**config.mk**
```make
export PLATFORM = sky130hd
export DESIGN_NAME = fetch_unit
export DESIGN_NICKNAME = d
export VERILOG_FILES = /design/src/rtl/fetch_pkg.sv /design/src/rtl/fetch_next_pc.sv /design/src/rtl/fetch_unit.sv
export SDC_FILE = /design/constraint.sdc
export NUM_CORES = 1
export LEC_CHECK = 0
export CORE_MARGIN = 5
export CORE_UTILIZATION = 41
export CTS_CLUSTER_DIAMETER = 100
export CTS_CLUSTER_SIZE = 28
export DETAILED_ROUTE_END_ITERATION = 16
export PLACE_DENSITY_LB_ADDON = 0.08
export SLEW_MARGIN = 0
export SYNTH_ARGS = -nofsm -noshare
export SYNTH_HDL_FRONTEND = slang
export SYNTH_SLANG_ARGS = --single-unit
```
**constraint.sdc**
```tcl
create_clock -name clk -period 2.7 [get_ports clk]
set_clock_uncertainty 0.15 [all_clocks]
set_input_delay 0.54 -clock clk [delete_from_list [all_inputs] [get_ports clk]]
set_output_delay 0.54 -clock clk [all_outputs]
set_load 0.01 [all_outputs]
```
**src/rtl/fetch_pkg.sv**
```systemverilog
// Shared types and constants for the instruction fetch stage.
// Optional misaligned-redirect trap is enabled by defining FETCH_MISALIGN_TRAP_EN.
package fetch_pkg;

   typedef enum logic [1:0] {
      BOOT   = 2'd0,
      RUN    = 2'd1,
      HALTED = 2'd2,
      FAULT  = 2'd3
   } fetch_state_t;

   localparam logic [31:0] EBREAK_INSN      = 32'h0010_0073;
   localparam logic [31:0] NOP_INSN         = 32'h0000_0013;
   localparam logic [31:0] DEFAULT_RESET_PC = 32'h0000_0000;

endpackage

```
**src/rtl/fetch_next_pc.sv**
```systemverilog
// Combinational next-pc / next-state selection for the fetch stage.
// With FETCH_MISALIGN_TRAP_EN defined, a misaligned redirect enters FAULT instead of loading pc.
module fetch_next_pc
   import fetch_pkg::*;
(
   input  logic [1:0]  state_i,
   input  logic [31:0] pc_i,
   input  logic        stall_i,
   input  logic        redirect_valid_i,
   input  logic [31:0] redirect_target_i,
   input  logic        resume_i,
   input  logic [31:0] imem_data_i,
   output logic [1:0]  state_d_o,
   output logic [31:0] pc_d_o,
   output logic        count_inc_o,
   output logic        fault_set_o
);

   fetch_state_t state;
   fetch_state_t state_d;

   assign state     = fetch_state_t'(state_i);
   assign state_d_o = state_d;

   always_comb begin
      state_d     = state;
      pc_d_o      = pc_i;
      count_inc_o = 1'b0;
      fault_set_o = 1'b0;
      case (state)
         BOOT: begin
            state_d = RUN;
         end
         RUN: begin
            // A stalled cycle consumes nothing; execute re-asserts any redirect.
            if (!stall_i) begin
               count_inc_o = 1'b1;
               if (imem_data_i == EBREAK_INSN) begin
                  state_d = HALTED;
               end else if (redirect_valid_i) begin
`ifdef FETCH_MISALIGN_TRAP_EN
                  if (redirect_target_i[1:0] != 2'b00) begin
                     state_d     = FAULT;
                     fault_set_o = 1'b1;
                     count_inc_o = 1'b0;
                  end else begin
                     pc_d_o = redirect_target_i;
                  end
`else
                  pc_d_o = redirect_target_i & 32'hFFFF_FFFC;
`endif
               end else begin
                  pc_d_o = pc_i + 32'd4;
               end
            end
         end
         HALTED: begin
            if (resume_i) begin
               pc_d_o  = pc_i + 32'd4;
               state_d = RUN;
            end
         end
         FAULT: begin
            state_d = FAULT;
         end
      endcase
   end

endmodule

```
**src/rtl/fetch_unit.sv**
```systemverilog
// Instruction fetch stage: PC/state registers, fetched-instruction counter, decode-facing outputs.
// Define FETCH_MISALIGN_TRAP_EN to trap misaligned redirect targets into FAULT.
module fetch_unit
   import fetch_pkg::*;
#(
   parameter int          ADDR_WIDTH = 10,
   parameter logic [31:0] RESET_PC   = DEFAULT_RESET_PC
) (
   input  logic                  clk,
   input  logic                  rst,
   input  logic                  stall_i,
   input  logic                  redirect_valid_i,
   input  logic [31:0]           redirect_target_i,
   input  logic                  resume_i,
   output logic [ADDR_WIDTH-1:0] imem_addr_o,
   input  logic [31:0]           imem_data_i,
   output logic [31:0]           instr_o,
   output logic [31:0]           pc_o,
   output logic                  instr_valid_o,
   output logic                  halted_o,
   output logic                  fault_o,
   output logic [31:0]           fault_addr_o,
   output logic [31:0]           instr_count_o
);

   logic [1:0]  state_q;
   logic [1:0]  state_d;
   logic [31:0] pc_q;
   logic [31:0] pc_d;
   logic [31:0] count_q;
   logic        count_inc;
   logic        fault_set;

   fetch_next_pc u_next_pc (
      .state_i           (state_q),
      .pc_i              (pc_q),
      .stall_i           (stall_i),
      .redirect_valid_i  (redirect_valid_i),
      .redirect_target_i (redirect_target_i),
      .resume_i          (resume_i),
      .imem_data_i       (imem_data_i),
      .state_d_o         (state_d),
      .pc_d_o            (pc_d),
      .count_inc_o       (count_inc),
      .fault_set_o       (fault_set)
   );

   always_ff @(posedge clk or posedge rst) begin
      if (rst) begin
         state_q <= BOOT;
         pc_q    <= RESET_PC;
         count_q <= 32'd0;
      end else begin
         state_q <= state_d;
         pc_q    <= pc_d;
         if (count_inc) begin
            count_q <= count_q + 32'd1;
         end
      end
   end

`ifdef FETCH_MISALIGN_TRAP_EN
   logic [31:0] fault_addr_q;

   always_ff @(posedge clk or posedge rst) begin
      if (rst) begin
         fault_addr_q <= 32'd0;
      end else if (fault_set) begin
         fault_addr_q <= redirect_target_i;
      end
   end

   assign fault_o      = (state_q == FAULT);
   assign fault_addr_o = fault_addr_q;
`else
   // FAULT is unreachable without the trap, so the capture path is absent.
   logic unused_fault_set;
   assign unused_fault_set = fault_set;
   assign fault_o          = 1'b0;
   assign fault_addr_o     = 32'd0;
`endif

   assign imem_addr_o   = pc_q[ADDR_WIDTH-1:0];
   assign pc_o          = pc_q;
   assign instr_valid_o = (state_q == RUN);
   assign instr_o       = instr_valid_o ? imem_data_i : NOP_INSN;
   assign halted_o      = (state_q == HALTED);
   assign instr_count_o = count_q;

endmodule

```
### After elaboration in Yosys (flattened, before gate mapping)

Index checks and enable logic that the tools add are counted.
Widths: inputs -> output; s select.

* memory bits (writable): 0
* memories kept: 0
* logic and storage cells: 29
* register bits after elaboration: 66
* bits in read-only memories: 0
* bits of input ports: 69
* output and inout bits: 141
* bits in latches: 0

* reductions and logical operators: 4
* bitwise logic cells: 0
* div/mod/pow operators: 0
* $lt $le $gt $ge: 0
* $add $sub $neg: 2
* $mul: 0
* equal/unequal tests: 8
* multiplexer cells: 12
* shift-type cells: 0

Operators with widths (number)
* $mux 32: 5
* $pmux 32 s2: 1
* $add 32x1->32 const B: 1
* $add 32x3->32 const B: 1
* $eq 32x21->1 const B: 1
* $pmux 2 s4: 1
* $mux 2: 3
* $ne 2x2->1 const B: 3
* $eq 2x2->1 const B: 2
* $reduce_and 4->1: 1
* $reduce_and 3->1: 1
* $eq 2x1->1 const B: 1
* $logic_not 2->1: 1
* $mux 1: 2
* $ne 2x1->1 const B: 1
* $reduce_bool 2->1: 1

### Logic depth before layout (Yosys ltp)

* word-level depth: 5
* gate-level depth with buffers: 7
* mapped depth without buffers: 6

### Cells and area by module

Synthesis repeated with hierarchy kept, for this count alone.

* cells, all modules: 617
* area, all modules: 5084.9 um^2

By module, submodules not included
* fetch_unit: sequential area each 1651.6 um^2, instances 1, cells each 235, area each 2834.0 um^2
* fetch_next_pc: sequential area each 0.0 um^2, instances 1, cells each 382, area each 2250.9 um^2

### Least setup slack after synthesis

No wires, ideal clock.

* path kind: flip-flop to flip-flop
* from: register pc_q[2], in the netlist pc_o[2]
* to: register pc_q[24], in the netlist pc_o[24]
* cell stages (with the launch flop): 8
* library setup time: 121 ps
* clock period less this slack: 1995 ps
* data arrival time: 1724 ps
* data required time: 2429 ps
* slack: 705 ps
* buffers on the path: 1
* cell sequence: dfrtp_1 > ha_1 > nand4_1 > nor4_2 > buf_4 > nand3_1 > a22o_1 > a22o_1

* word-level cells in the longest chain between the ends: 5
* elaborated cells on any way between the ends: 6
* classes of those cells: add/sub (1); mux (5)

Ends and longest elaborated chain
* start: declaration: line fetch_unit.sv:28 `logic [31:0] pc_q;`
* start signal: assignment: line fetch_unit.sv:55 `pc_q <= pc_d;`
* $add 32x3->32 (*): line fetch_next_pc.sv:53, fetch_next_pc.sv:59
* $mux 32: line fetch_next_pc.sv:40 `end else if (redirect_valid_i) begin`
* $mux 32: line fetch_next_pc.sv:38 `if (imem_data_i == EBREAK_INSN) begin`
* $mux 32: line fetch_next_pc.sv:36 `if (!stall_i) begin`
* $pmux 32 s2 (*): line fetch_next_pc.sv:30 `case (state)`

Every way passes the cells marked *; elsewhere a longest branch is shown, timed or not. The select of a mux whose other input is x is not followed.
A chain may end at the register's enable or synchronous reset.

### Final worst setup path

* from: register state_q[1]
* to: output port instr_o[21]

* word-level cells in the longest chain between the ends: 2

Ends and longest elaborated chain
* start: declaration: line fetch_unit.sv:26 `logic [1:0] state_q;`
* start signal: assignment: line fetch_unit.sv:54 `state_q <= state_d;`
* $eq 2x1->1: line fetch_unit.sv:85 `assign instr_valid_o = (state_q == RUN);`
* $mux 32: line fetch_unit.sv:86 `assign instr_o = instr_valid_o ? imem_data_i : NOP_INSN;`
* end: declaration: line fetch_unit.sv:17 `output logic [31:0] instr_o,`

No other way between the ends.

==> run metrics <==
drt wl/cell 16.31 um; leak pwr 0.002553 uW; Post-synth ARST share 1.000; largest family of logic cells by synthesized area simple AND/OR/NAND/NOR gates; YS warnings 0; Core Box Area 9819 um2; clk slew on worst S/H paths roughly 70 ps; setup bufs post-CTS 0; Avg Cell Area, Syn 9.062 um2; number of port buffers 170; Clock Path Buffers 2; number of enable flip-flop cells after synthesis 0; predominant post-synthesis flop cell dfrtp_1; run status finished clean; Rel. slew slack 0.5933; Area growth, synth to finish 48.49%; Total Wirelength 12460 um; XOR/XNOR share of the synthesized area 0.06556; crit-path max FO 33; multiplexer share of the synthesized area 0.005136; Final nets 697; Yosys top cell area share 0.3867; Hold Crit Class reg -> reg; final setup violation count 0; post-DP HPWL about 9600 um; Yosys top cell by area dfrtp_1; CP cell instances nor2b_1 -> buf_6 -> and2_1 -> clkdlybuf4s50_1; FMAX 0.3934 GHz; Max IR drop VDD 0.2584 mV; period utilization 0.9413; Antenna Cells 0; flops & latches, synth 64; actual slew at the worst max-slew pin approximately 610 ps; Compound-Gate Fraction of Synth Area 0.1728; Critical Path RT 2010 ps; die height ~110 um; post-synthesis simple-gate area fraction 0.2520; Slowest-stage cell, CP clkdlybuf4s50_1; fin crit period roughly 2500 ps; antenna violations before repair 0; Initial Util 0.4218; RSZ-0062 raised after global routing false; final instance area 6150 um2; H-tree depth 3; most frequent cell after synthesis dfrtp_1; vias post-DR 3956; CP max stage delay about 550 ps; Via density 5.178; Synth cell types 60; Critical Path End Type primary output; setup TNS 0 ps; Root Buffer clkbuf_8; PwrDens 526.7 nW/um2; I/O pin cnt 210; DR DRC count 0; crit path launch type flip-flop; largest net degree at the start of global routing 40; DP Area 5892 um2; share of layout cells above drive strength 1 0.08082; Die Footprint 12210 um2; RD Place Congestion 0.8001; Syn Std Cell Area 4141 um2; die width 110.5 um; WS Path Type reg -> out; CTS tree yes; Final Max Tran Viols 0; cell count after synthesis roughly 460; first-pass GRT wire length 20350 um; Fin Hold WS roughly 320 ps; row cnt 36; Clock Latency Late Sink 340 ps; sequential area share after synthesis 0.3867; DRT antenna net count 0; Inserted Clock Buffers 9; GR Overflow Total 0; vias in the first global route 3904; main area contributors after synthesis dfrtp_1 (39%), buf_4 (8.3%), xnor2_1 (5.1%), and2_1 (4.7%), nand2_1 (3.4%); Max Cap Violations 0; All-Layer GR Usage 0.1993; adder-cell share of the synthesized area 0.006042; Final Hold Vio Count 0; Post-synth top cells dfrtp_1 (64), buf_4 (46), nand2_1 (37); DR iter-0 viols 210; drt pass-1 iters 4; clk sinks 64; crit path DAT 1850 ps
[flip-flops by register name (all words and copies together), names as in the netlist]
name	flops
state_q	2
instr_count_o	32
pc_o	30
[power by group]
part	total, uW	switching [uW]	internal [uW]
Sequential	1250	176	1070
Clock	1040	382	662
Combinational	944	403	541
[repair_timing]
action                                 4_1_cts  5_1_grt
resized for setup                            0        1
setup endpoints to repair                    0        6
endpoints found under the hold margin        0        0
hold buffers                                 0        0
[kinds of logic (layout without fill, tap and decap cells)]
family / Yosys count / in the layout
and+or+nand+nor: 181 / 181
AOI/OAI and AO/OA: 101 / 101
buffers and inverters: 75 / 213
DFF: 64 / 64
xor gates and xnor gates: 31 / 31
adders and majority gates: 2 / 2
muxes: 2 / 2
other: 1 / 37
[layout by cell type, fill, tap and decap left out, drive strengths merged, types with 7 or more instances in the layout]
cell,count
xnor2,24
and2,31
nand2,39
xor2,7
clkdlybuf4s50,170
nand3,22
nand4,21
clkbuf,11
dfrtp,64
and3,11
conb,37
o21ai,9
inv,9
buf,18
a21oi,20
nor2,32
a2bb2oi,12
a31oi,10
o22ai,14
nor4,7
[final timing paths]
kind                                          startpoint                            end  slack (ps)  cells past startpoint
max                               state_q[1]$_DFFE_PP0P_                    instr_o[21]         160                      4
min                        instr_count_o[31]$_DFFE_PP0P_  instr_count_o[31]$_DFFE_PP0P_         320                      1
max reg2reg                          pc_o[2]$_DFFE_PP0P_           pc_o[30]$_DFFE_PP0P_         340                      7
min reg2reg                instr_count_o[31]$_DFFE_PP0P_  instr_count_o[31]$_DFFE_PP0P_         320                      1
max in group asynchronous                            rst  instr_count_o[28]$_DFFE_PP0P_        1360                      3
min in group asynchronous                            rst  instr_count_o[22]$_DFFE_PP0P_         420                      2
[area by class of cell]
cell class	instances	area, um2
timing repair buffer	188	1878
sequential	64	1602
multi-input combinational	354	2216
fill	875	3670
tap	133	166.4
clock inverter	5	102.6
inverter	9	33.78
clock buffer	11	151.4
[metrics by stage]
stage	utilization	std cells	setup slack (ps)	power, uW
after global routing	0.6263	764	28.31	3416
after global placement	0.6000	748	40.95	2201
after detailed placement	0.6000	748	20.43	2214
after floorplan	-	493	411.9	1726
after CTS	0.6259	764	105.7	3273
final	0.6263	764	158.4	3239
[critical path, delay by kind of cell (launching register included)]
kind / cells / cell delay (ps)
AND/OR/NAND/NOR: 2 / 310
flip-flops: 1 / 430
buffers and inverters: 2 / 770
[per-layer routing]
metal	wire, um	vias to the layer above	GRT usage
met2	6213	144	0.3285
met4	95	0	0.04269
met3	801	6	0.05635
met5	0	-	0
li1	-	1909	-
met1	5348	1897	0.2612
Note: power is estimated with default switching activity, not from simulation.
